### src/rtl/int_root_unit_if.sv
// Start/busy request bus for int_root_unit.
// The rem_bo signal only exists when INT_ROOT_REM_EN is defined.
interface int_root_unit_if #(
    parameter int unsigned WIDTH = 8
);
    localparam int unsigned Y_W = (WIDTH + 1) / 2;

    logic [WIDTH-1:0] a_i;
    logic             mode_i;
    logic             start_i;
    logic             busy_o;
    logic             done_o;
    logic [Y_W-1:0]   y_bo;
`ifdef INT_ROOT_REM_EN
    logic [WIDTH-1:0] rem_bo;

    modport master (
        output a_i, mode_i, start_i,
        input  busy_o, done_o, y_bo, rem_bo
    );
    modport slave (
        input  a_i, mode_i, start_i,
        output busy_o, done_o, y_bo, rem_bo
    );
`else
    modport master (
        output a_i, mode_i, start_i,
        input  busy_o, done_o, y_bo
    );
    modport slave (
        input  a_i, mode_i, start_i,
        output busy_o, done_o, y_bo
    );
`endif
endinterface

### src/rtl/int_root_unit.sv
// Iterative floor square/cube root, one result bit per 3-cycle restoring step.
// Define INT_ROOT_REM_EN to expose the remainder on rem_bo.
module int_root_unit #(
    parameter int unsigned WIDTH = 8
) (
    input logic            clk_i,
    input logic            rst_i,
    int_root_unit_if.slave bus
);
    localparam int unsigned Y_W     = (WIDTH + 1) / 2;
    localparam int unsigned B_W     = 2 * WIDTH + 2;
    localparam int unsigned ITER_SQ = Y_W;
    localparam int unsigned ITER_CB = (WIDTH + 2) / 3;
    localparam int unsigned S_W     = $clog2(B_W);
    localparam int unsigned C_W     = $clog2(Y_W + 1);

    localparam logic [S_W-1:0] S_SQ = S_W'(2 * (ITER_SQ - 1));
    localparam logic [S_W-1:0] S_CB = S_W'(3 * (ITER_CB - 1));
    localparam logic [C_W-1:0] C_SQ = C_W'(ITER_SQ);
    localparam logic [C_W-1:0] C_CB = C_W'(ITER_CB);

    typedef enum logic [2:0] {StIdle, StShift, StCalc, StCheck, StDone} state_e;

    state_e           state_q, state_d;
    logic [WIDTH-1:0] x_q, x_d;
    logic [Y_W-1:0]   y_q, y_d;
    logic [B_W-1:0]   b_q, b_d;
    logic [S_W-1:0]   s_q, s_d;
    logic [C_W-1:0]   cnt_q, cnt_d;
    logic             mode_q, mode_d;
    logic [Y_W-1:0]   y_out_q, y_out_d;
    logic             done_q, done_d;
`ifdef INT_ROOT_REM_EN
    logic [WIDTH-1:0] rem_q, rem_d;
`endif

    logic [B_W-1:0] y_ext, x_ext, f_sq, f_cb;

    // Difference between consecutive powers, computed wide so b never wraps.
    assign y_ext = B_W'(y_q);
    assign x_ext = B_W'(x_q);
    assign f_sq  = (y_ext << 1) + B_W'(1);
    assign f_cb  = B_W'(3) * y_ext * (y_ext + B_W'(1)) + B_W'(1);

    always_comb begin
        state_d = state_q;
        x_d     = x_q;
        y_d     = y_q;
        b_d     = b_q;
        s_d     = s_q;
        cnt_d   = cnt_q;
        mode_d  = mode_q;
        y_out_d = y_out_q;
        done_d  = 1'b0;
`ifdef INT_ROOT_REM_EN
        rem_d   = rem_q;
`endif
        unique case (state_q)
            StIdle: begin
                if (bus.start_i) begin
                    x_d     = bus.a_i;
                    mode_d  = bus.mode_i;
                    y_d     = '0;
                    s_d     = bus.mode_i ? S_CB : S_SQ;
                    cnt_d   = bus.mode_i ? C_CB : C_SQ;
                    y_out_d = '0;
`ifdef INT_ROOT_REM_EN
                    rem_d   = '0;
`endif
                    state_d = StShift;
                end
            end
            StShift: begin
                y_d     = y_q << 1;
                state_d = StCalc;
            end
            StCalc: begin
                b_d     = (mode_q ? f_cb : f_sq) << s_q;
                state_d = StCheck;
            end
            StCheck: begin
                if (x_ext >= b_q) begin
                    x_d = x_q - b_q[WIDTH-1:0];
                    y_d = y_q + Y_W'(1);
                end
                s_d     = s_q - (mode_q ? S_W'(3) : S_W'(2));
                cnt_d   = cnt_q - C_W'(1);
                state_d = (cnt_q == C_W'(1)) ? StDone : StShift;
            end
            StDone: begin
                y_out_d = y_q;
`ifdef INT_ROOT_REM_EN
                rem_d   = x_q;
`endif
                done_d  = 1'b1;
                state_d = StIdle;
            end
            default: state_d = StIdle;
        endcase
    end

    always_ff @(posedge clk_i) begin
        if (rst_i) begin
            state_q <= StIdle;
            x_q     <= '0;
            y_q     <= '0;
            b_q     <= '0;
            s_q     <= '0;
            cnt_q   <= '0;
            mode_q  <= 1'b0;
            y_out_q <= '0;
            done_q  <= 1'b0;
`ifdef INT_ROOT_REM_EN
            rem_q   <= '0;
`endif
        end else begin
            state_q <= state_d;
            x_q     <= x_d;
            y_q     <= y_d;
            b_q     <= b_d;
            s_q     <= s_d;
            cnt_q   <= cnt_d;
            mode_q  <= mode_d;
            y_out_q <= y_out_d;
            done_q  <= done_d;
`ifdef INT_ROOT_REM_EN
            rem_q   <= rem_d;
`endif
        end
    end

    assign bus.busy_o = (state_q != StIdle);
    assign bus.done_o = done_q;
    assign bus.y_bo   = y_out_q;
`ifdef INT_ROOT_REM_EN
    assign bus.rem_bo = rem_q;
`endif
endmodule

### src/flat_wrapper.sv
// flat-port wrapper written by rule: the top's interface ports become plain ports
module int_root_unit_flat 
#(
    parameter int unsigned WIDTH = 8
)
  (clk_i, rst_i, bus_a_i, bus_mode_i, bus_start_i, bus_busy_o, bus_done_o, bus_y_bo);
  int_root_unit_if #(.WIDTH(WIDTH)) bus_i ();
  input logic clk_i;
  input logic rst_i;
  input wire logic [$bits(bus_i.a_i)-1:0] bus_a_i;
  input wire logic [$bits(bus_i.mode_i)-1:0] bus_mode_i;
  input wire logic [$bits(bus_i.start_i)-1:0] bus_start_i;
  output wire logic [$bits(bus_i.busy_o)-1:0] bus_busy_o;
  output wire logic [$bits(bus_i.done_o)-1:0] bus_done_o;
  output wire logic [$bits(bus_i.y_bo)-1:0] bus_y_bo;
  assign bus_i.a_i = bus_a_i;
  assign bus_i.mode_i = bus_mode_i;
  assign bus_i.start_i = bus_start_i;
  assign bus_busy_o = bus_i.busy_o;
  assign bus_done_o = bus_i.done_o;
  assign bus_y_bo = bus_i.y_bo;
  int_root_unit #(.WIDTH(WIDTH)) u_core (.clk_i(clk_i), .rst_i(rst_i), .bus(bus_i));
endmodule
### config.mk
export PLATFORM = sky130hd
export DESIGN_NAME = int_root_unit_flat
export DESIGN_NICKNAME = d
export VERILOG_FILES = /design/src/rtl/int_root_unit_if.sv /design/src/rtl/int_root_unit.sv /design/src/flat_wrapper.sv
export SDC_FILE = /design/constraint.sdc
export NUM_CORES = 1
export LEC_CHECK = 0
export ABC_CLOCK_PERIOD_IN_PS = 6100
export CAP_MARGIN = 20
export CORE_UTILIZATION = 62
export DETAILED_ROUTE_END_ITERATION = 8
export PLACE_DENSITY = 0.9
export SETUP_SLACK_MARGIN = 0.2
export SKIP_CTS_REPAIR_TIMING = 1
export SYNTH_ARGS = -nofsm -noshare
export SYNTH_HDL_FRONTEND = slang
export SYNTH_SLANG_ARGS = --single-unit
### constraint.sdc
create_clock -name clk_i -period 6.1 [get_ports clk_i]
set_clock_uncertainty 0.15 [all_clocks]
set_input_delay 0.915 -clock clk_i [delete_from_list [all_inputs] [get_ports clk_i]]
set_output_delay 0.915 -clock clk_i [all_outputs]
set_load 0.02 [all_outputs]
==> reports/metrics.sh <==
RUN_STATUS='complete, no violations'
DETAILEDROUTE.FIRSTITERATIONVIOLATIONS=449
INSERTION_DELAY_OF_THE_LATER_CLOCKED_PIN_IN_THE_WORST_SKEW_PAIR_PS=310
INITIAL_CORE_UTILIZATION_PCT=63.8
ROOT_BUFFER_CELL='sky130_fd_sc_hd__clkbuf_8'
CP_MAX_FO=10
SWITCHING_POWER_SHARE_OF_THE_TOTAL_PCT=38.4
REG_TO_REG_CRITICAL_PATH_ENDPOINT='u_core.b_q[13]$_SDFFE_PP0P_'
HOLD-PATH-CELL-COUNT=2
P_SEQ_SHARE_PCT=40.2
GRT_USAGE_PCT=29.5
SETUP-VIOLATIONS-FINAL=0
NUMBER_OF_CLOCK_SINKS_SEEN_BY_CTS=47
CRITICAL-PATH-TOP-DELAY-FAMILY='adder cells'
GP_CONGESTION=0.968
CRITPATHLAUNCHTYPE='flop'
SYNTH.DISTINCT_CELLS=65
CTS_MADE_BUFFERS=5
COUNT_OF_BUFFERS_FROM_PORT_BUFFERING=17
ROUTE.DETAILED.WL_PER_INST_UM=16.2
MET2_USAGE_PCT=47.4
FINALWIRELENGTH_MM=10.3
SYNTH-MAIN-FF-CELL='sky130_fd_sc_hd__dfxtp_1'
SYNTHESIS.NETS=627
GRT.MET1_USAGE_PCT=39.8
CP_SLOWEST_CELL='sky130_fd_sc_hd__dfxtp_1'
ROWS=30
CP_BUFS_INVS=1
PLACED_CELLS_INCL_TAPS=628
TIMING.MAX_CAP.VIOLATIONS=0
FINALHOLDWORSTSLACK_PS=328
SYN2LAYOUT_AREA_GROWTH_PCT=5.93
GRT_FIRST_PASS_WIRELENGTH_MM=17.6
NET-SWITCHING-POWER_mW=0.364
TIMING_HOLD_VIOLATIONS_FINAL=0
HOLDCRITSTARTPOINT='u_core.b_q[10]$_SDFFE_PP0P_'
POST_SYNTH_INSTANCE_AREA_SQ_MM=0.00431
SHARE_COMB_OF_TOTAL_POWER_PCT=34.6
P_LEAK_nW=1.91
PINT_mW=0.584
WHS_ENDPOINT='u_core.b_q[10]$_SDFFE_PP0P_'
NUMBER_OF_ANTENNA_VIOLATIONS_AT_THE_FIRST_CHECK_IN_GLOBAL_ROUTING=0
YOSYSWARNINGCOUNT=0
GR_PEAK_LAYER='met2'
GRT_START_MAX_NET_PINS=45
ROUTE.DETAILED.DRC=0
SYNTH_EDF_COUNT=0
DRIVE_GT1_SHARE_PCT=5.22
DR_TOTAL_VIAS=4167
WORST_SLEW_MARGIN_REL_PCT=31.2
DIEAREA_SQ_MM=0.00729
NUMBER_OF_NETS_WITH_ANTENNA_VIOLATIONS_AFTER_DETAILED_ROUTING=0
DIE_X_UM=85.4
PLACEABLECOREAREA_SQ_MM=0.00676
GRT.MET3_USAGE_PCT=6.71
WORSTREGTOREGCELLS=16
LAYOUT.CELLS.MOST_COMMON_LIST='sky130_fd_sc_hd__nor2_1 (78), sky130_fd_sc_hd__dfxtp_1 (45), sky130_fd_sc_hd__nand2_1 (43), sky130_fd_sc_hd__inv_1 (41), sky130_fd_sc_hd__ha_1 (36)'
UNREPAIRED_SETUP_ENDPOINTS_AFTER_GLOBAL_ROUTING='false'
CRITICAL-PATH-TOP-CELL-BY-COUNT='sky130_fd_sc_hd__fa_1'
FINALWORSTPATHREQUIREDPERIOD_PS=5550
IOPINCOUNT=18
TOTAL_POWER_mW=0.948
CLK_NETWORK_PWR_SHARE_PCT=25.2
CP-END-KIND='flop'
FINAL-MAX-SLEW-VIOLATION-COUNT=0
SETUP.WORST_PATH.CLASS='flop to flop'
TIMING.CRITICAL_PATH.SLOWEST_CELL_DELAY_PS=620
DR.PASS1.ITERS=6
FIRST_GLOBAL_VIAS=3877
WORST-SLEW-PIN-TRANSITION_PS=1020
CLK_TRANSITION_REPORTED_PATHS_PS=90
WORST_R2R_STARTPOINT='u_core.y_q[2]$_SDFFE_PP0P_'
POST_LAYOUT_NONFILLER_INSTANCES=636
TOTALNEGATIVESETUPSLACK_PS=0
DP.FINAL_HPWL_MM=7.54
VIAS_PER_CELL=6.55
TIMING.REG2REG.SETUP_SLACK_PS=550
DIE_Y_UM=85.4
VDD_DROP_MAX_V=0.000217
LAYOUT_COMMONEST_CELL='sky130_fd_sc_hd__nor2_1'
MIN_PERIOD_OVER_PERIOD_PCT=91.0
SYNTH_CELLS=565
CELL_AREA_REPORTED_AFTER_DETAILED_PLACEMENT_SQ_MM=0.00444
MAXCLOCKFREQUENCY_GHz=0.180
GLOBALROUTE.TOTALOVERFLOW=0
NUM-NETS-FINAL=617
NUM_ANTENNA_CELLS=0
CTS_TREE='built'
CLOCK_TREE.BUFFER_DEPTH=2
YOSYS_REGISTER_BITS=47
HOLDCRITPATHCLASS='flop to flop'
PWR_DENSITY_CELL_mW_PER_MM2=208
CRITICAL_PATH_CELL_BY_CELL='ha_1, nand2_1, xor2_2, or2_2, fa_1, fa_1, fa_1, inv_1, ha_1, a21oi_1, o21ai_0, a2111o_1, a21oi_1, a211oi_1, a221o_1, a22o_1'
SYNTHARSTFLOPSHARE_PCT=0
SHARE_OF_SYNTHESIZED_AREA_OCCUPIED_BY_FLIP_FLOPS_AND_LATCHES_PCT=21.8
AVERAGE_SIZE_OF_A_MAPPED_CELL_SQ_UM=7.62
CRIT_REQUIRED_PS=6160
STDCELL_AREA_SQ_MM=0.00456
CP_DATA_ARRIVAL_TIME_PS=5610
CLOCK_TREE.HTREE_LEVEL_COUNT=2
-- per-stage QoR --
| stage | util, % | setup slack, ps |
|---|---|---|
| 2_1_floorplan | - | 672 |
| 3_3_place_gp | 65.7 | 613 |
| 3_5_place_dp | 65.7 | 459 |
| 4_1_cts | 67.4 | 443 |
| 5_1_grt | 67.5 | 271 |
| 6_report | 67.5 | 549 |
-- metal layers --
metal	up-vias	part of all wire [%]
met1	1891	43
met5	-	0
met2	235	45
met3	44	8.8
li1	1997	-
met4	0	2.7
-- logic make-up after synthesis --
logic type,count (synthesis),share of synthesized area (%)
and+or+nand+nor,216,24.0
AOI/OAI and AO/OA,150,23.9
buffers and inverters,76,7.00
adders and majority gates,50,17.0
DFF,47,21.8
muxes,15,3.95
xor gates and xnor gates,11,2.41
-- cell usage after synthesis (3+ instances only) --
| cell | n | area share, % |
|---|---|---|
| sky130_fd_sc_hd__nand4_1 | 9 | 1.3 |
| sky130_fd_sc_hd__ha_1 | 36 | 10 |
| sky130_fd_sc_hd__nor2b_1 | 11 | 1.6 |
| sky130_fd_sc_hd__a22o_1 | 4 | 0.81 |
| sky130_fd_sc_hd__nor3_1 | 18 | 2.1 |
| sky130_fd_sc_hd__a21o_1 | 4 | 0.70 |
| sky130_fd_sc_hd__o41ai_1 | 4 | 0.81 |
| sky130_fd_sc_hd__o21a_1 | 7 | 1.2 |
| sky130_fd_sc_hd__xnor2_1 | 4 | 0.81 |
| sky130_fd_sc_hd__and3_1 | 10 | 1.5 |
| sky130_fd_sc_hd__o21ai_0 | 28 | 3.3 |
| sky130_fd_sc_hd__inv_1 | 41 | 3.6 |
| sky130_fd_sc_hd__buf_2 | 7 | 0.81 |
| sky130_fd_sc_hd__a22oi_1 | 14 | 2.4 |
| sky130_fd_sc_hd__or2_2 | 7 | 1.0 |
| sky130_fd_sc_hd__o211ai_1 | 4 | 0.70 |
| sky130_fd_sc_hd__o32ai_1 | 3 | 0.61 |
| sky130_fd_sc_hd__a31oi_1 | 4 | 0.58 |
| sky130_fd_sc_hd__a211oi_1 | 10 | 1.7 |
| sky130_fd_sc_hd__nor3b_1 | 3 | 0.52 |
| sky130_fd_sc_hd__a21oi_1 | 33 | 3.8 |
| sky130_fd_sc_hd__o211a_1 | 3 | 0.70 |
| sky130_fd_sc_hd__nor2_1 | 78 | 6.8 |
| sky130_fd_sc_hd__clkbuf_1 | 27 | 2.4 |
| sky130_fd_sc_hd__nand3_1 | 14 | 1.6 |
| sky130_fd_sc_hd__and2_1 | 4 | 0.58 |
| sky130_fd_sc_hd__o31ai_1 | 4 | 0.70 |
| sky130_fd_sc_hd__nand2b_1 | 6 | 0.87 |
| sky130_fd_sc_hd__nand2_1 | 43 | 3.7 |
| sky130_fd_sc_hd__mux2i_1 | 11 | 2.6 |
| sky130_fd_sc_hd__xor2_1 | 6 | 1.2 |
| sky130_fd_sc_hd__fa_1 | 14 | 6.5 |
| sky130_fd_sc_hd__a311oi_1 | 6 | 1.2 |
| sky130_fd_sc_hd__dfxtp_1 | 47 | 22 |
-- worst max path at each step --
stage                                    start                          end  slack, ps  cells after the start
CTS                 u_core.y_q[0]$_SDFFE_PP0P_  u_core.b_q[13]$_SDFFE_PP0P_        440                     16
global route        u_core.y_q[0]$_SDFFE_PP0P_  u_core.b_q[11]$_SDFFE_PP0P_        270                     17
detailed placement  u_core.y_q[0]$_SDFFE_PP0P_  u_core.b_q[13]$_SDFFE_PP0P_        460                     16
global placement    u_core.y_q[0]$_SDFFE_PP0P_  u_core.b_q[13]$_SDFFE_PP0P_        610                     16
finish              u_core.y_q[2]$_SDFFE_PP0P_  u_core.b_q[13]$_SDFFE_PP0P_        550                     16
floorplan           u_core.y_q[0]$_SDFFE_PP0P_  u_core.b_q[13]$_SDFFE_PP0P_        670                     18
-- area by class of cell --
type	count	area, sq um
Fill cell	530	2190
Tap cell	80	100
Inverter	41	154
Clock buffer	5	68.8
Timing Repair Buffer	18	178
Sequential cell	47	943
Multi-Input combinational cell	442	3070
Clock inverter	3	46.3
-- state kept, by name, indices dropped and copies added (netlist names) --
| register | flops |
|---|---|
| u_core.state_q | 3 |
| u_core.s_q | 5 |
| u_core.cnt_q | 3 |
| u_core.bus.y_bo | 4 |
| u_core.mode_q | 1 |
| u_core.b_q | 18 |
| u_core.y_q | 4 |
| u_core.x_q | 8 |
| u_core.bus.done_o | 1 |
-- power groups by stage --
stage | clock [mW] | combinational, mW | sequential, mW
floorplan | 0 | 0.274 | 0.351
global placement | 0 | 0.303 | 0.384
detailed placement | 0 | 0.316 | 0.386
CTS | 0.241 | 0.319 | 0.379
global route | 0.255 | 0.367 | 0.386
finish | 0.239 | 0.328 | 0.381
-- worst reg2reg max path: cells and delay by family, from the launching register on --
kind	cells	cell delay, ps
AO/OA/AOI/OAI	7	1800
XOR/XNOR	1	220
adder cells (fa/ha/maj)	5	2180
buffers and inverters	1	40
flip-flops	1	620
AND/OR/NAND/NOR	2	450
Note: power is estimated with default switching activity, not from simulation.
